[config.mk]
export PLATFORM = sky130hd
export DESIGN_NAME = sap1_controller_sequencer
export DESIGN_NICKNAME = d
export VERILOG_FILES = /design/src/rtl/sap1_controller_sequencer.sv
export SDC_FILE = /design/constraint.sdc
export NUM_CORES = 1
export LEC_CHECK = 0
export CAP_MARGIN = 20
export CELL_PAD_IN_SITES_DETAIL_PLACEMENT = 2
export CELL_PAD_IN_SITES_GLOBAL_PLACEMENT = 2
export CORE_MARGIN = 2
export CORE_UTILIZATION = 21
export DETAILED_ROUTE_END_ITERATION = 12
export PLACE_DENSITY = 0.73
export SKIP_LAST_GASP = 1
export SLEW_MARGIN = 0
export SYNTH_ARGS = -nofsm -noshare
export SYNTH_HDL_FRONTEND = slang
export SYNTH_SLANG_ARGS = --single-unit
[constraint.sdc]
create_clock -name clk -period 1.84 [get_ports clk]
set_clock_uncertainty 0.1 [all_clocks]
set_input_delay 0.276 -clock clk [delete_from_list [all_inputs] [get_ports clk]]
set_output_delay 0.276 -clock clk [all_outputs]
set_load 0.01 [all_outputs]
[src/rtl/sap1_controller_sequencer.sv]
// rtl/sap1_controller_sequencer.sv - SAP-1 ring-counter controller/sequencer
module sap1_controller_sequencer #(
  parameter logic [3:0] OP_LDA = 4'h0,
  parameter logic [3:0] OP_ADD = 4'h1,
  parameter logic [3:0] OP_SUB = 4'h2,
  parameter logic [3:0] OP_OUT = 4'hE,
  parameter logic [3:0] OP_HLT = 4'hF
) (
  input  logic       clk,
  input  logic       rst,
  input  logic [3:0] opcode,
  output logic       cp,
  output logic       ep,
  output logic       lm,
  output logic       ce,
  output logic       li,
  output logic       ei,
  output logic       la,
  output logic       ea,
  output logic       su,
  output logic       eu,
  output logic       lb,
  output logic       lo,
  output logic [5:0] tstate,
  output logic       halted
);

  // One-hot ring positions; the encoding doubles as the tstate output.
  typedef enum logic [5:0] {
    T1 = 6'b000001,
    T2 = 6'b000010,
    T3 = 6'b000100,
    T4 = 6'b001000,
    T5 = 6'b010000,
    T6 = 6'b100000
  } state_t;

  state_t state, state_next;
  logic   halted_next;

  // State register: reset returns to T1 and clears the halt latch.
  always_ff @(posedge clk) begin
    if (rst) begin
      state  <= T1;
      halted <= 1'b0;
    end else begin
      state  <= state_next;
      halted <= halted_next;
    end
  end

  // Next-state: advance the ring unless halted; HLT freezes the ring at T4.
  always_comb begin
    state_next  = state;
    halted_next = halted;
    if (!halted) begin
      case (state)
        T1: state_next = T2;
        T2: state_next = T3;
        T3: state_next = T4;
        T4: begin
          if (opcode == OP_HLT) begin
            halted_next = 1'b1;
          end else begin
            state_next = T5;
          end
        end
        T5: state_next = T6;
        T6: state_next = T1;
        default: state_next = T1;
      endcase
    end
  end

  // Strobe decode from ring position and opcode; everything is quiet once halted.
  always_comb begin
    cp = 1'b0;
    ep = 1'b0;
    lm = 1'b0;
    ce = 1'b0;
    li = 1'b0;
    ei = 1'b0;
    la = 1'b0;
    ea = 1'b0;
    su = 1'b0;
    eu = 1'b0;
    lb = 1'b0;
    lo = 1'b0;
    if (!halted) begin
      case (state)
        T1: begin
          ep = 1'b1;
          lm = 1'b1;
        end
        T2: cp = 1'b1;
        T3: begin
          ce = 1'b1;
          li = 1'b1;
        end
        T4: begin
          if (opcode == OP_LDA || opcode == OP_ADD || opcode == OP_SUB) begin
            ei = 1'b1;
            lm = 1'b1;
          end else if (opcode == OP_OUT) begin
            ea = 1'b1;
            lo = 1'b1;
          end
        end
        T5: begin
          if (opcode == OP_LDA) begin
            ce = 1'b1;
            la = 1'b1;
          end else if (opcode == OP_ADD || opcode == OP_SUB) begin
            ce = 1'b1;
            lb = 1'b1;
          end
        end
        T6: begin
          if (opcode == OP_ADD || opcode == OP_SUB) begin
            eu = 1'b1;
            la = 1'b1;
            su = (opcode == OP_SUB);
          end
        end
        default: begin
        end
      endcase
    end
  end

  assign tstate = state;

endmodule

==> flow_metrics.env, run 1 <==
export IMPL_crit_top_cell="sky130_fd_sc_hd__nor4_4"
export IMPL_worst_slew_margin_rel=0.714
export IMPL_synth_seq_cells=7
export IMPL_postPlaceCellArea_um2=970
export IMPL_synth_top_cells_by_area="sky130_fd_sc_hd__dfxtp_1 26%, sky130_fd_sc_hd__o21ai_0 6.5%, sky130_fd_sc_hd__nand2_1 5.6%"
export IMPL_syn_nets=76
export IMPL_synth_top_cell_by_area="sky130_fd_sc_hd__dfxtp_1"
export IMPL_postSynth_topFlopCell="sky130_fd_sc_hd__dfxtp_1"
export IMPL_most_common_cell_in_the_synthesized_netlist="sky130_fd_sc_hd__nand2_1"
export IMPL_ctsHtreeMaxLevel=1
export IMPL_antenna_left=0
export IMPL_gr_usage_all_layers=0.195
export IMPL_arrival_ps=1800
export IMPL_worst_setup_path_start_kind="register"
export IMPL_holdCritPathClass="register to register"
export IMPL_clock_insertion_delay_worst_skew_ps=280
export IMPL_grt_max_degree=10
export IMPL_outcome="finished, violations left"
export IMPL_routed_wl_mm=3.03
export IMPL_route_detailed_wl_per_inst_um=19.2
export IMPL_vdd_ir_drop_worst_mv=0.325
export IMPL_required_ps=1460
export IMPL_worst_pin_slew_ps=428
export IMPL_initial_utilization=0.220
export IMPL_yosysTopAreaCellShare=0.259
export IMPL_die_width_um=54.7
export IMPL_via_per_inst=4.77
export IMPL_critPathCaptureType="primary output"
export IMPL_violations_in_the_final_reports="negative setup slack"
export IMPL_dpl_hpwl_mm=1.72
export IMPL_tritoncts_clock_tree="built"
export IMPL_min_period_ps=2170
export IMPL_critical_path_cell_chain="nor4_4, nand3b_1, buf_6, nor4_4, buf_2"
export IMPL_syn_area_um2=541
export IMPL_grt_pass1_wl_mm=4.02
export IMPL_layoutNonFillerInstCount=158
export IMPL_setup_repair_after_global_routing_missed_its_margin="yes"
export IMPL_finalWorstSetupSlack_ps=-333
export IMPL_post_route_util=0.477
export IMPL_finalNetCount=135
export IMPL_cts_buffer_depth=2
export IMPL_drc=0
export IMPL_mean_post_synth_cell_area_um2=7.72
export IMPL_placement_setup_worst_slack_ps=-501
export IMPL_dieHeight_um=54.7
export IMPL_tritoncts_num_buffers=3
export IMPL_crit_type="register to primary output"
export IMPL_drt_first_iter_violations=5
export IMPL_critical_path_peak_fanout=3
export IMPL_clock_tree_root_cell="sky130_fd_sc_hd__clkbuf_4"
export IMPL_grt_overflow_total=0
export IMPL_worst_setup_hold_path_clk_slew_ps=90
export IMPL_synth_distinct_cells=27
export IMPL_final_cell_area_um2=1170
export IMPL_row_count=18
export IMPL_diodes=0
export IMPL_min_period_over_period=1.18
export IMPL_final_max_slew_violation_count=0
export IMPL_worst_path_max_delay_cell="sky130_fd_sc_hd__dfxtp_4"
export IMPL_crit_family="simple AND/OR/NAND/NOR gates"
export IMPL_pre_antenna_drt_iters=3
export IMPL_power_density_nw_per_um2=520
export IMPL_finalHoldViolations=0
export IMPL_drive_gt1_frac=0.609
export IMPL_detailroute_via_count=754
export IMPL_gp_congestion=0.803
export IMPL_placedCellCount=140
export IMPL_setup_tns_final_ps=-2310
export IMPL_slowest_delay_ps=370
export IMPL_max_freq_mhz=460
export IMPL_max_cap_violations=0
export IMPL_post_synth_inst_count=70
export IMPL_ctsHoldBuffers=0
export IMPL_synth_enable_flop_cells=0
export IMPL_dieArea_um2=3000
export IMPL_cp_num_buf_inv=2
export IMPL_synth_seq_area_share=0.259
export IMPL_grt_pass1_vias=788
export IMPL_synthesis_yosys_warnings=0
export IMPL_report_final_setup_viol=11
export IMPL_ys_async_sr_fraction=0
export IMPL_post_synth_most_frequent_cells="8 x sky130_fd_sc_hd__nand2_1, 7 x sky130_fd_sc_hd__dfxtp_1, 7 x sky130_fd_sc_hd__o21ai_0"
export IMPL_cts_num_sinks=7
export IMPL_static_leakage_power_uw=0.000541
export IMPL_grt_antenna_before_repair=0
export IMPL_port_buf_inserts=24
export IMPL_area_growth_from_synthesis_to_final_layout_pct=116
export IMPL_core_area_um2=2450
export IMPL_ios=25
## per-layer routing
| layer | routed length [um] | up-vias | GRT usage |
|---|---|---|---|
| met3 | 74 | 2 | 0.0328 |
| met4 | 10 | 0 | 0.0250 |
| met1 | 1330 | 371 | 0.257 |
| met5 | 0 | - | 0 |
| met2 | 1610 | 14 | 0.337 |
| li1 | - | 367 | - |
## worst register-to-register path, cell delays in order (launching register included)
cell                       delay [ps]
sky130_fd_sc_hd__dfxtp_4          370
sky130_fd_sc_hd__nor4_4           350
sky130_fd_sc_hd__nand3b_1         200
sky130_fd_sc_hd__buf_6            170
sky130_fd_sc_hd__buf_4            120
sky130_fd_sc_hd__buf_4            120
sky130_fd_sc_hd__buf_4            120
sky130_fd_sc_hd__a211oi_1         250
## registers in the layout, summed over array words and instances, names as in the netlist
| name | cells |
|---|---|
| halted | 1 |
| tstate | 6 |
## through the flow
step           total power [uW]  hold WS [ps]
4_1_cts                     555           552
6_report                    608           580
3_5_place_dp                388           526
5_1_grt                     645           630
2_1_floorplan               270           435
3_3_place_gp                385           516
## where the power goes
group	switching [uW]	leakage [uW]	internal, uW
Sequential	19.6	0.0000604	160
Combinational	115	0.000463	142
Clock	90.5	0.0000177	80.7
## area by class of cell
type	count	area, um2
timing repair buffer	61	480
tap	30	37.5
inverter	4	15.0
clock buffer	3	22.5
clock inverter	1	5.00
fill	277	1280
multi-input combinational	52	452
sequential	7	158
## path summary, 6_finish.rpt
| check | endpoint | start | depth (start not counted) | slack, ps |
|---|---|---|---|---|
| worst max register to register | tstate[4] | tstate[4] | 7 | -60 |
| worst min register to register | tstate[5] | tstate[5] | 3 | 580 |
| worst min-delay path | tstate[5] | tstate[5] | 3 | 580 |
| worst max-delay path | ea | tstate[4] | 5 | -330 |
## what timing repair did
action / 4_1_cts / 5_1_grt
gates resized for setup: 72 / 15
buffers inserted: 9 / 7
pin swaps: 13 / 8
gates cloned: 0 / 0
endpoints found under the setup margin: 13 / 13
## kinds of logic after synthesis
logic type      count (synthesis)  synth area share
mux                             2            0.0370
compound gates                 17             0.213
simple gates                   31             0.363
buf+inv                        11            0.0949
flops                           7             0.259
xor+xnor                        2            0.0324
## placed cells by master (no fill, tap or decap), types with 2 or more instances in the layout
cell                              netlist  layout
sky130_fd_sc_hd__a21oi_1                4       4
sky130_fd_sc_hd__buf_2                  4      11
sky130_fd_sc_hd__buf_4                  1      33
sky130_fd_sc_hd__buf_6                  0       5
sky130_fd_sc_hd__clkbuf_4               0       3
sky130_fd_sc_hd__clkdlybuf4s50_1        0      10
sky130_fd_sc_hd__dfxtp_2                0       2
sky130_fd_sc_hd__dfxtp_4                0       4
sky130_fd_sc_hd__inv_1                  4       4
sky130_fd_sc_hd__mux2i_1                2       2
sky130_fd_sc_hd__nand2_1                8       6
sky130_fd_sc_hd__nand3_1                2       2
sky130_fd_sc_hd__nand3b_1               4       4
sky130_fd_sc_hd__nor2_1                 5       2
sky130_fd_sc_hd__nor2_2                 0       2
sky130_fd_sc_hd__nor3_1                 4       2
sky130_fd_sc_hd__nor4_4                 1       2
sky130_fd_sc_hd__nor4b_4                0       2
sky130_fd_sc_hd__o21ai_0                7       4
sky130_fd_sc_hd__o21ai_2                0       2
sky130_fd_sc_hd__o21ba_2                2       2
sky130_fd_sc_hd__xor2_1                 2       2
Note: power is estimated with default switching activity, not from simulation.
==> inputs of run 2 (changes only) <==
SKIP_LAST_GASP = not set   (was 1)
==> flow_metrics.env, run 2 (same netlist as run 1, synthesis figures left out) <==
export IMPL_power_density_nw_per_um2=503
export IMPL_ctsHoldBuffers=0
export IMPL_cp_startpoint="tstate[4]"
export IMPL_diodes=0
export IMPL_max_freq_mhz=462
export IMPL_arrival_ps=1790
export IMPL_critical_path_peak_fanout=3
export IMPL_finalWorstSetupSlack_ps=-323
export IMPL_register_area_um2=159
export IMPL_route_detailed_wl_per_inst_um=18.4
export IMPL_antenna_left=0
export IMPL_critPathCaptureType="primary output"
export IMPL_grt_antenna_before_repair=0
export IMPL_area_growth_from_synthesis_to_final_layout_pct=118
export IMPL_gp_congestion=0.803
export IMPL_clock_tree_root_cell="sky130_fd_sc_hd__clkbuf_4"
export IMPL_rr_worst_depth=7
export IMPL_worst_setup_hold_path_clk_slew_ps=80
export IMPL_multi_input_gate_area_um2=457
export IMPL_port_buf_inserts=24
export IMPL_grt_pass1_wl_mm=4.07
export IMPL_min_period_over_period=1.18
export IMPL_tritoncts_num_buffers=3
export IMPL_grt_overflow_total=0
export IMPL_dieArea_um2=3000
export IMPL_worstHoldPathCells=3
export IMPL_crit_type="register to primary output"
export IMPL_clock_insertion_delay_worst_skew_ps=270
export IMPL_drt_first_iter_violations=5
export IMPL_num_fill_cells=265
export IMPL_grt_pass1_vias=795
export IMPL_post_route_util=0.481
export IMPL_row_count=18
export IMPL_outcome="finished, violations left"
export IMPL_ff2ff_setup_slack_ps=30
export IMPL_worst_slew_margin_rel=0.733
export IMPL_crit_family="simple AND/OR/NAND/NOR gates"
export IMPL_drive_gt1_frac=0.625
export IMPL_worst_setup_path_start_kind="register"
export IMPL_rr_endpoint="tstate[4]"
export IMPL_via_per_inst=4.88
export IMPL_critical_path_cell_chain="nor4_4, nand3b_1, buf_6, nor4_4, buf_2"
export IMPL_tritoncts_clock_tree="built"
export IMPL_max_cap_violations=0
export IMPL_min_period_ps=2160
export IMPL_die_width_um=54.7
export IMPL_gr_usage_all_layers=0.198
export IMPL_cp_num_cells=5
export IMPL_endpoint="ea"
export IMPL_finalNetCount=135
export IMPL_setup_repair_after_global_routing_missed_its_margin="yes"
export IMPL_grt_max_degree=10
export IMPL_finalHoldViolations=0
export IMPL_rr_startpoint="tstate[4]"
export IMPL_violations_in_the_final_reports="negative setup slack"
export IMPL_layout_cells_most_common="sky130_fd_sc_hd__buf_4"
export IMPL_placement_setup_worst_slack_ps=-501
export IMPL_cts_num_sinks=7
export IMPL_initial_utilization=0.220
export IMPL_required_ps=1460
export IMPL_core_area_um2=2450
export IMPL_max_reg_flops=6
export IMPL_slowest_delay_ps=360
export IMPL_worst_pin_slew_ps=399
export IMPL_report_final_setup_viol=10
export IMPL_ios=25
export IMPL_static_leakage_power_uw=0.000545
export IMPL_final_max_slew_violation_count=0
export IMPL_ctsHtreeMaxLevel=1
export IMPL_detailroute_via_count=771
export IMPL_dieHeight_um=54.7
export IMPL_cp_num_buf_inv=2
export IMPL_dpl_hpwl_mm=1.72
export IMPL_crit_top_cell="sky130_fd_sc_hd__nor4_4"
export IMPL_vdd_ir_drop_worst_mv=0.226
export IMPL_worst_path_max_delay_cell="sky130_fd_sc_hd__dfxtp_4"
export IMPL_routed_wl_mm=2.91
export IMPL_final_cell_mix="32 x sky130_fd_sc_hd__buf_4, 11 x sky130_fd_sc_hd__buf_2, 10 x sky130_fd_sc_hd__clkdlybuf4s50_1"
export IMPL_pre_antenna_drt_iters=4
export IMPL_drc=0
export IMPL_cts_buffer_depth=2
export IMPL_holdCritPathClass="register to register"
==> run 2: cell types whose count changed in the layout (fill, tap and decap cells not counted) <==
cell / before / now
sky130_fd_sc_hd__a211oi_1: 1 / 0
sky130_fd_sc_hd__buf_4: 33 / 32
sky130_fd_sc_hd__dfxtp_2: 2 / 3
sky130_fd_sc_hd__buf_6: 5 / 6
sky130_fd_sc_hd__dfxtp_1: 1 / 0
sky130_fd_sc_hd__a211oi_2: 0 / 1
==> run 2: layer usage <==
| metal | routed length (um) | global-route usage |
|---|---|---|
| met3 | 85 | 0.0328 |
| met5 | 0 | 0 |
| met2 | 1540 | 0.339 |
| met4 | 0 | 0.0250 |
| met1 | 1280 | 0.263 |
==> run 2: how the worst min path moves through the flow <==
stage,startpoint,end,slack [ps]
finish,tstate[5],tstate[5],570
detailed placement,halted,tstate[1],530
global placement,tstate[5],tstate[5],520
CTS,tstate[5],tstate[5],550
floorplan,rst,tstate[2],430
global route,tstate[5],tstate[5],610
==> run 2: where the power goes <==
| group | internal (uW) | switching [uW] |
|---|---|---|
| Clock | 80.3 | 78.7 |
| Combinational | 142 | 113 |
| Sequential | 160 | 19.0 |
==> run 2: timing repair <==
item | in CTS | in global routing
endpoints found under the setup margin | 13 | 13
hold endpoints to repair | 0 | 0
resized for setup | 73 | 17
pin swaps | 13 | 8
setup buffers | 9 | 7
==> run 2: worst register-to-register path, cell delays in order (launching register included) <==
cell	delay, ps
sky130_fd_sc_hd__dfxtp_4	360
sky130_fd_sc_hd__nor4_4	350
sky130_fd_sc_hd__nand3b_1	200
sky130_fd_sc_hd__buf_6	170
sky130_fd_sc_hd__buf_4	130
sky130_fd_sc_hd__buf_4	130
sky130_fd_sc_hd__buf_4	130
sky130_fd_sc_hd__a211oi_2	160
==> run 2: stage by stage <==
| step | total power (uW) | instances | area, um2 | setup TNS [ps] | hold slack, ps |
|---|---|---|---|---|---|
| after CTS | 555 | 151 | 1060 | -1200 | 552 |
| final | 593 | 158 | 1180 | -1960 | 572 |
| after floorplan | 270 | 70 | 556 | 0 | 435 |
| after detailed placement | 388 | 140 | 970 | -4690 | 526 |
| after global placement | 385 | 140 | 970 | -3780 | 516 |
| after global routing | 631 | 158 | 1180 | -2860 | 606 |
==> run 2: layout make-up <==
type | count | share of cell area
inverter | 4 | 0.0127
sequential | 7 | 0.135
clock buffer | 3 | 0.0191
tap | 30 | 0.0318
clock inverter | 1 | 0.00424
timing repair buffer | 61 | 0.410
multi-input combinational | 52 | 0.387
